## src/rtl/instr_sequencer.sv

```systemverilog
// instr_sequencer: fetches 8-bit instruction words (plus a Load immediate) from a synchronous
// ROM, launches each on the control unit with a one-cycle Run pulse and paces on Done.
module instr_sequencer #(
  parameter int ADDR_W  = 6,
  parameter int TIMEOUT = 15
) (
  input  logic              clk,
  input  logic              reset,
  input  logic              start,
  output logic [ADDR_W-1:0] imem_addr,
  input  logic [7:0]        imem_rdata,
  input  logic              Done,
  output logic              Run,
  output logic [1:0]        Fun,
  output logic [1:0]        Rx,
  output logic [1:0]        Ry,
  output logic [7:0]        Din,
  output logic              busy,
  output logic              halted,
  output logic              error
);

  localparam int            TW         = $clog2(TIMEOUT + 1);
  localparam logic [TW-1:0] TIMER_LAST = TW'(TIMEOUT - 1);

  typedef enum logic [3:0] {
    S_IDLE,
    S_FETCH,
    S_DECODE,
    S_FETCH_IMM,
    S_IMM,
    S_ISSUE,
    S_WAIT_BUSY,
    S_WAIT_DONE,
    S_HALT,
    S_ERROR
  } state_t;

  state_t            state_q, state_d;
  logic [ADDR_W-1:0] pc_q, pc_d;
  logic [TW-1:0]     timer_q, timer_d;
  logic [1:0]        fun_q, fun_d;
  logic [1:0]        rx_q, rx_d;
  logic [1:0]        ry_q, ry_d;
  logic [7:0]        din_q, din_d;
  logic              run_q, run_d;
  logic              busy_q, busy_d;
  logic              halted_q, halted_d;
  logic              error_q, error_d;

  logic [1:0] instr_fun;
  logic [1:0] instr_rx;
  logic [1:0] instr_ry;
  logic       instr_halt;
  logic       unused_rsvd;
  logic       timer_expired;

  assign instr_fun     = imem_rdata[7:6];
  assign instr_rx      = imem_rdata[5:4];
  assign instr_ry      = imem_rdata[3:2];
  assign instr_halt    = imem_rdata[1];
  assign unused_rsvd   = imem_rdata[0];
  assign timer_expired = (timer_q == TIMER_LAST);

  always_comb begin
    state_d = state_q;
    pc_d    = pc_q;
    timer_d = timer_q;
    fun_d   = fun_q;
    rx_d    = rx_q;
    ry_d    = ry_q;
    din_d   = din_q;

    unique case (state_q)
      S_IDLE, S_HALT: begin
        if (start) begin
          pc_d    = '0;
          state_d = S_FETCH;
        end
      end
      S_FETCH: state_d = S_DECODE;
      S_DECODE: begin
        // A halt word leaves PC on itself and keeps the last operation's fields visible.
        if (instr_halt) begin
          state_d = S_HALT;
        end else begin
          fun_d   = instr_fun;
          rx_d    = instr_rx;
          ry_d    = instr_ry;
          pc_d    = pc_q + 1'b1;
          state_d = (instr_fun == 2'b00) ? S_FETCH_IMM : S_ISSUE;
        end
      end
      S_FETCH_IMM: state_d = S_IMM;
      S_IMM: begin
        din_d   = imem_rdata;
        pc_d    = pc_q + 1'b1;
        state_d = S_ISSUE;
      end
      S_ISSUE: begin
        timer_d = '0;
        state_d = S_WAIT_BUSY;
      end
      S_WAIT_BUSY: begin
        if (Done) begin
          timer_d = '0;
          state_d = S_WAIT_DONE;
        end else if (timer_expired) begin
          state_d = S_ERROR;
        end else begin
          timer_d = timer_q + 1'b1;
        end
      end
      S_WAIT_DONE: begin
        if (!Done) begin
          state_d = S_FETCH;
        end else if (timer_expired) begin
          state_d = S_ERROR;
        end else begin
          timer_d = timer_q + 1'b1;
        end
      end
      S_ERROR: state_d = S_ERROR;
      default: state_d = S_IDLE;
    endcase
  end

  // Status outputs are decoded from the next state so they line up with state_q.
  always_comb begin
    run_d    = (state_d == S_ISSUE);
    halted_d = (state_d == S_HALT);
    error_d  = (state_d == S_ERROR);
    busy_d   = !(state_d inside {S_IDLE, S_HALT, S_ERROR});
  end

  always_ff @(posedge clk) begin
    if (reset) begin
      state_q  <= S_IDLE;
      pc_q     <= '0;
      timer_q  <= '0;
      fun_q    <= '0;
      rx_q     <= '0;
      ry_q     <= '0;
      din_q    <= '0;
      run_q    <= 1'b0;
      busy_q   <= 1'b0;
      halted_q <= 1'b0;
      error_q  <= 1'b0;
    end else begin
      state_q  <= state_d;
      pc_q     <= pc_d;
      timer_q  <= timer_d;
      fun_q    <= fun_d;
      rx_q     <= rx_d;
      ry_q     <= ry_d;
      din_q    <= din_d;
      run_q    <= run_d;
      busy_q   <= busy_d;
      halted_q <= halted_d;
      error_q  <= error_d;
    end
  end

  assign imem_addr = pc_q;
  assign Run       = run_q;
  assign Fun       = fun_q;
  assign Rx        = rx_q;
  assign Ry        = ry_q;
  assign Din       = din_q;
  assign busy      = busy_q;
  assign halted    = halted_q;
  assign error     = error_q;

endmodule

```

## config.mk

```make
export PLATFORM = sky130hd
export DESIGN_NAME = instr_sequencer
export DESIGN_NICKNAME = d
export VERILOG_FILES = /design/src/rtl/instr_sequencer.sv
export SDC_FILE = /design/constraint.sdc
export NUM_CORES = 1
export LEC_CHECK = 0
export ABC_CLOCK_PERIOD_IN_PS = 3600
export CAP_MARGIN = 20
export CORE_MARGIN = 1.5
export CORE_UTILIZATION = 30
export CTS_CLUSTER_DIAMETER = 30
export DETAILED_ROUTE_END_ITERATION = 6
export PLACE_DENSITY = 0.56
export SYNTH_ARGS = -nofsm -noshare
export SYNTH_HDL_FRONTEND = slang
export SYNTH_SLANG_ARGS = --single-unit
```

## constraint.sdc

```tcl
create_clock -name clk -period 3.6 [get_ports clk]
set_clock_uncertainty 0.1 [all_clocks]
set_input_delay 1.08 -clock clk [delete_from_list [all_inputs] [get_ports clk]]
set_output_delay 1.08 -clock clk [all_outputs]
set_load 0.05 [all_outputs]
```

After elaboration in Yosys (flattened, before gate mapping) --
Index checks and enable logic that the tools add are counted.
Cells by class: add/subtract/negate cells 2, equality and inequality tests 16, muxes and demuxes 14, bitwise operators 1, reductions and logical operators 11
Operators with widths (count):
- $pmux 4 s9 | 1
- $mux 4 | 8
- $eq 4x3->1 const B | 5
- $eq 4x4->1 const B | 5
- $pmux 6 s3 | 1
- $mux 6 | 2
- $pmux 4 s3 | 1
- $reduce_bool 3->1 | 3
- $eq 4x2->1 const B | 2
- $logic_not 4->1 | 2
- $add 6x1->6 const B | 1
- $ne 2x2->1 const B | 3
- $add 4x1->4 const B | 1
- $eq 4x1->1 const B | 1
- $reduce_and 2->1 | 2
- $mux 3 | 1
- $reduce_and 3->1 | 1
- $logic_not 2->1 | 1
- $reduce_or 2->1 | 1
- $logic_not 1->1 | 1
- $not 1->1 | 1
Storage, ports and cells: register bits after elaboration 32, input bits 12, logic and storage cells 55

Depth between registers and ports, before layout --
Gate-level depths: netlist (run 1).
word-level depth 7, depth in mapped cells 8, depth with buffers taken out 7

Least setup slack after synthesis (run 1) --
Ideal clock, no wire load.
kind input to register, start point in imem_rdata[1], end point reg busy_q, in the netlist busy, arrival 2403 ps, path slack 1006 ps, stages on the path 6, cell sequence or3b_1 -> or3_1 -> buf_6 -> nand2b_1 -> o311a_1 -> a311oi_1
Between the ends: word-level cells in the longest chain between the ends 5, elaborated cells between the ends (all ways) 7
RTL lines:
- from (decl) | line 11 | input logic [7:0] imem_rdata,
- $mux 4 (*) | line 84 | if (instr_halt) begin
- $pmux 4 s9 (*) | line 74 | unique case (state_q)
- $eq 4x4->1 or $logic_not 4->1 (tied branches) | line 133 | busy_d = !(state_d inside {S_IDLE, S_HALT, S_ERROR});
- $reduce_bool 3->1 (*) | line 133
- $logic_not 1->1 (*) | line 133
- to (signal assigned) | line 158 | busy_q <= busy_d;
- to (decl) | line 47 | logic busy_q, busy_d;
Every way passes the cells marked *; elsewhere a longest branch is shown, timed or not. A chain may end at the register's enable or synchronous reset.

Final worst setup path (run 1) --
Same ends and word-level chain as after synthesis.

==> results of run 1 <==
cells by family (layout without fill, tap and decap cells):
family | count (synthesis) | count (layout)
compound gates | 45 | 45
xor+xnor | 4 | 4
fa+ha+maj | 3 | 3
buf+inv | 18 | 52
flops | 32 | 32
mux | 6 | 6
simple gates | 75 | 75
layout by cell type, fill, tap and decap left out, types with 2 or more instances in the layout:
| cell | count |
|---|---|
| nand2b_1 | 5 |
| a21oi_1 | 19 |
| mux2i_1 | 6 |
| and3_1 | 6 |
| ha_1 | 3 |
| nor3_1 | 3 |
| nor2_1 | 24 |
| xor2_1 | 4 |
| clkbuf_8 | 7 |
| o211ai_1 | 3 |
| o21ai_0 | 9 |
| nand3_1 | 2 |
| buf_4 | 2 |
| a22oi_1 | 2 |
| dfxtp_1 | 32 |
| or3_1 | 3 |
| clkdlybuf4s50_1 | 35 |
| a31oi_1 | 3 |
| inv_1 | 7 |
| nand3b_1 | 2 |
| nand2_1 | 24 |
stage by stage:
stage | instance area, µm² | worst slack (ns) | hold slack (ns)
6_report | 2010 | 0.865 | 0.353
5_1_grt | 2010 | 0.696 | 0.380
4_1_cts | 2010 | 0.859 | 0.356
3_5_place_dp | 1880 | 0.558 | 0.349
3_3_place_gp | 1880 | 0.608 | 0.343
2_1_floorplan | 1480 | 1.01 | 0.398
worst reg2reg max path: stages (launching register included):
cell      delay (ns)
dfxtp_1         0.63
or3b_1          0.41
or3_1           0.36
nand2b_1        0.16
o311a_1         0.13
a311oi_1        0.26
sequential cells by signal, indices dropped and copies added, names as in the netlist:
| name | cells |
|---|---|
| busy | 1 |
| Fun | 2 |
| Run | 1 |
| Rx | 2 |
| state_q | 4 |
| Ry | 2 |
| error | 1 |
| halted | 1 |
| imem_addr | 6 |
| timer_q | 4 |
| Din | 8 |
report_power, final:
part           internal (mW)  switching, mW
registers              0.366         0.0150
clock network          0.244          0.134
logic                 0.0476         0.0796
total                  0.658          0.229
metal layers:
layer | up-vias | track usage | wire (µm)
li1 | 700 | - | -
met1 | 616 | 0.206 | 1730
met2 | 31 | 0.206 | 1550
met3 | 2 | 0.0494 | 242
met4 | 0 | 0.0755 | 17
met5 | - | 0 | 0
final cells by class:
| cell class | count | area [µm²] | share of cell area |
|---|---|---|---|
| inverters | 7 | 26.3 | 0.0131 |
| clock buffers | 7 | 96.3 | 0.0480 |
| clock inverters | 1 | 30.0 | 0.0150 |
| multi-input cells | 133 | 764 | 0.381 |
| flip-flops and latches | 32 | 641 | 0.319 |
| repair buffers | 37 | 365 | 0.182 |
| well taps | 67 | 83.8 | 0.0418 |
how the worst max path moves through the flow:
stage                             start  endpoint  slack [ns]  cells past startpoint
final                     imem_rdata[1]      busy        0.86                      6
after global routing      imem_rdata[1]      busy        0.70                      6
after CTS                 imem_rdata[1]      busy        0.86                      6
after detailed placement  imem_rdata[1]      busy        0.56                      6
after global placement    imem_rdata[1]      busy        0.61                      6
after floorplan           imem_rdata[1]      busy        1.01                      6
==> impl_metrics.toml, run 1 <==
[pwr]
power_density_nw_per_um2 = 442
irDropWorstVdd_uv = 189
fin_total_pwr_mw = 0.886
p_leak_nw = 0.779

[clock_tree]
clk_latency_ns = 0.29
cts.path.max_buffers = 2
cts_tree = "done"
cts_root_buffer = "clkbuf_8"
cts_buffers = 5
cts_setup_buffers = 0
hold_buffers = 0
cts.clk_slew.worst_paths_ns = 0.07
cts.repair.resized = 0
clock-sinks = 32
h-tree-depth = 2

[yosys]
async_reset_ff_frac = 0
synth_mux_area_frac = 0.0405
synth_most_common_cell = "dfxtp_1"
synth_top_family_by_area = "simple AND/OR/NAND/NOR gates"
syn_area_um2 = 1480
synth-xor-area-share = 0.0236
synthTopCellsByCount = "dfxtp_1 (32), nand2_1 (24), nor2_1 (24), a21oi_1 (19), o21ai_0 (9)"
synth_fa_ha_area_frac = 0.0253
synth_cell_types = 37
synth-edff-count = 0
synth_top_area_cell = "dfxtp_1"
synthTopCellsByArea = "dfxtp_1 (43%), a21oi_1 (6.4%), nand2_1 (6.1%), nor2_1 (6.1%), mux2i_1 (4.1%)"
ys_ff_latch = 32
synth-compound-area-share = 0.187
synth_top_flop_cell = "dfxtp_1"
synth-simple-area-share = 0.240
synth_cells = 183
yosysWarnings = 0
synth_nets = 198
synth.top_cell.area_share = 0.432
avgSynthCellArea_um2 = 8.10
yosysSeqAreaShare = 0.432

[placement]
port_buffers = 35
dp_hpwl_um = 2410
gp_congestion = 0.810
placed_cells = 276

[critical_path]
rr_endpoint = "busy"
worstRegToRegCells = 5
worstPathRequired_ns = 3.70
crit_type = "primary input to flip-flop"
crit_path_start_kind = "primary input"
rrSetupSlack_ns = 1.46
path_cells = "clkdlybuf4s50_1 -> or3b_1 -> or3_1 -> nand2b_1 -> o311a_1 -> a311oi_1"
critical-path-top-delay-family = "simple AND/OR/NAND/NOR gates"
slowest_stage = "clkdlybuf4s50_1"
cp_num_buf_inv = 1
r2r_start = "state_q[1]"
slowest_delay_ns = 0.45
cp.arrival_ns = 2.84
crit_path_end_kind = "flip-flop"
crit_fanout = 3

[global_route]
grt_pass1_wl_um = 5970
grt_usage = 0.149
overflow = 0
grt_antenna_before_repair = 0
first_global_vias = 1175
grt_max_degree = 25

[routing]
route.detailed.drc = 0
first_iter_violations = 85
drt_pass1_iterations = 4
via_per_inst = 4.75
wl_um = 3540
ant_nets = 0
wl_per_cell_um = 12.5
num_vias = 1349

[sta]
setup_tns_ns = 0
tightest_slew_ns = 0.904
setup-violations-final = 0
rsz0062_at_grt = "false"
maxSlewViolCount = 0
hold_violations = 0
relSlewSlack = 0.393
period_share = 0.760
period_minus_slack_ns = 2.74
clock.fmax_ghz = 0.366

[cells_and_area]
post-route-util = 0.422
drive_above_1_share = 0.0507
fillCellCount = 515
final_nets = 231
fin_cells = 284
area_delta_synth_final_pct = 35.5
antenna_cells = 0

[floorplan]
dieArea_um2 = 5370
die_h_um = 73.3
die_w_um = 73.3
initial_core_util = 0.312
rows = 25
ios = 36
core_um2 = 4750

[job]
max_cap_violations = 0

[status]
status = "complete, no violations"

[hold_path]
holdPathStages = 2
hp-start = "Din[3]"
hold_path_class = "flip-flop to flip-flop"
min_to = "Din[3]"
(Power assumes the default switching activity.)
==> inputs of run 2 (changes only) <==
Settings changed: ABC_CLOCK_PERIOD_IN_PS 3600 to 2200, PLACE_DENSITY 0.56 to 0.58.
Clock period 3.6 ns to 2.2 ns, I/O delays scaled along.
==> run 2 against run 1 <==
Net effect:
- wire length rose by 1.4%
- global-route usage fell by 0.21 points
- worst setup slack got worse by 0.77 ns
- count of clock-buffer cells in the layout did not move
- total power rose by 68%
- via count rose by 7.8%
- critical path type unchanged
- largest cell class unchanged
- largest power group is now clock
==> impl_metrics.toml, run 2 (same netlist as run 1, synthesis figures left out) <==
[status]
status = "complete, no violations"

[critical_path]
startpoint = "imem_rdata[1]"
cp_num_buf_inv = 1
worstRegToRegCells = 5
rr_endpoint = "Din[7]"
crit_type = "primary input to flip-flop"
slowest_delay_ns = 0.39
crit_fanout = 3
cp.arrival_ns = 2.19
rrSetupSlack_ns = 0.26
endpoint = "busy"
path_cells = "dlygate4sd2_1 -> or3b_1 -> or3_4 -> nand2b_1 -> o311a_1 -> a311oi_2"
crit_path_start_kind = "primary input"
worstPathRequired_ns = 2.29
r2r_start = "state_q[2]"
critical-path-top-delay-family = "simple AND/OR/NAND/NOR gates"
crit_path_end_kind = "flip-flop"
slowest_stage = "or3b_1"
cp.depth = 6

[cells_and_area]
area_delta_synth_final_pct = 43.2
final_nets = 253
layout_commonest_cell = "buf_4"
antenna_cells = 0
fin_cells = 306
drive_above_1_share = 0.247
fillCellCount = 497
final_cell_mix = "buf_4 (48), dfxtp_1 (32), nor2_1 (24), nand2_1 (24), a21oi_1 (19)"
largest_reg_flops = 8

[clock_tree]
cts.path.max_buffers = 2
cts_buffers = 5
h-tree-depth = 2
clock-sinks = 32
cts_tree = "done"
cts_setup_buffers = 0
cts_root_buffer = "clkbuf_8"
cts.clk_slew.worst_paths_ns = 0.06
clk_latency_ns = 0.28

[sta]
hold_violations = 0
period_minus_slack_ns = 2.11
period_share = 0.958
tightest_slew_ns = 0.916
rsz0062_at_grt = "false"
relSlewSlack = 0.385
clock.fmax_ghz = 0.475
setup-violations-final = 0
setup_ws_ns = 0.0934
maxSlewViolCount = 0

[placement]
placed_cells = 298
gp_congestion = 0.802
dp_hpwl_um = 2630
port_buffers = 35
dpl_worst_slack_ns = -0.444

[routing]
route.detailed.drc = 0
first_iter_violations = 70
via_per_inst = 4.75
ant_nets = 0
wl_um = 3590
num_vias = 1454
wl_per_cell_um = 11.7
drt_pass1_iterations = 4

[pwr]
seqPwrFrac = 0.410
fin_total_pwr_mw = 1.49
switchingPower_mw = 0.378
swShare = 0.254
power_density_nw_per_um2 = 701
p_comb_frac = 0.179
power_frac_clock = 0.411
p_int_mw = 1.11
p_leak_nw = 0.939
irDropWorstVdd_uv = 332

[floorplan]
rows = 25
core_um2 = 4750
die_w_um = 73.3
dieArea_um2 = 5370
ios = 36
initial_core_util = 0.312
die_h_um = 73.3

[job]
max_cap_violations = 0

[global_route]
grt_pass1_wl_um = 6210
grt_usage = 0.147
grt_max_degree = 25
first_global_vias = 1371
grt_antenna_before_repair = 0
overflow = 0

[hold_path]
hold_path_class = "flip-flop to flip-flop"
-- run 2: worst min-delay path by stage --
stage          startpoint          to  slack (ns)  depth (start not counted)
3_3_place_gp       Din[5]      Din[5]        0.34                          2
3_5_place_dp       Din[7]      Din[7]        0.35                          2
4_1_cts            Din[2]      Din[2]        0.36                          2
6_report           Din[4]      Din[4]        0.36                          2
5_1_grt            Din[4]      Din[4]        0.38                          2
2_1_floorplan  timer_q[0]  timer_q[0]        0.40                          2
-- run 2: metal layers --
layer | track usage | part of all wire | vias up
li1 | - | - | 743
met1 | 0.201 | 0.48 | 670
met2 | 0.229 | 0.46 | 39
met3 | 0.0412 | 0.055 | 2
met4 | 0.0377 | 0.0028 | 0
met5 | 0 | 0 | -
-- run 2: power groups by stage --
stage	Clock [mW]	Combinational, mW	Sequential [mW]
after floorplan	0	0.0999	0.672
after global placement	0	0.262	0.623
after detailed placement	0	0.263	0.624
after CTS	0.628	0.264	0.610
after global routing	0.654	0.289	0.613
final	0.611	0.266	0.610
-- run 2: cell type report --
| type | count | area, µm² | share of cell area |
|---|---|---|---|
| Clock inverter | 1 | 30.0 | 0.0142 |
| Tap cell | 67 | 83.8 | 0.0395 |
| Sequential cell | 32 | 641 | 0.302 |
| Multi-Input combinational cell | 133 | 776 | 0.366 |
| Inverter | 7 | 26.3 | 0.0124 |
| Clock buffer | 7 | 96.3 | 0.0454 |
| Timing Repair Buffer | 59 | 469 | 0.221 |
-- run 2: what timing repair did --
action | 4_1_cts | 5_1_grt
hold buffers | 0 | 0
setup endpoints to repair | 2 | 1
resized for setup | 2 | 1
pin swaps | 1 | 0
-- run 2: through the flow --
| step | util | hold WS [ns] | TNS [ns] | cell area, µm² |
|---|---|---|---|---|
| global placement | 0.418 | 0.344 | -4.31 | 1990 |
| CTS | 0.445 | 0.361 | 0 | 2120 |
| global route | 0.446 | 0.383 | 0 | 2120 |
| floorplan | - | 0.398 | 0 | 1480 |
| finish | 0.446 | 0.357 | 0 | 2120 |
| detailed placement | 0.418 | 0.351 | -4.76 | 1990 |
-- run 2: tightest hold or removal path: stages, from the launching register on --
cell and delay [ns]:
dfxtp_1 0.31, nand2_1 0.05, a21oi_1 0.05
==> inputs of run 3 (changes only) <==
Settings changed: CTS_BUF_LIST set to sky130_fd_sc_hd__clkbuf_2 sky130_fd_sc_hd__clkbuf_4 sky130_fd_sc_hd__clkbuf_8.
==> results of run 3 <==
Final layout, timing and power as in run 2 (identical DEF).
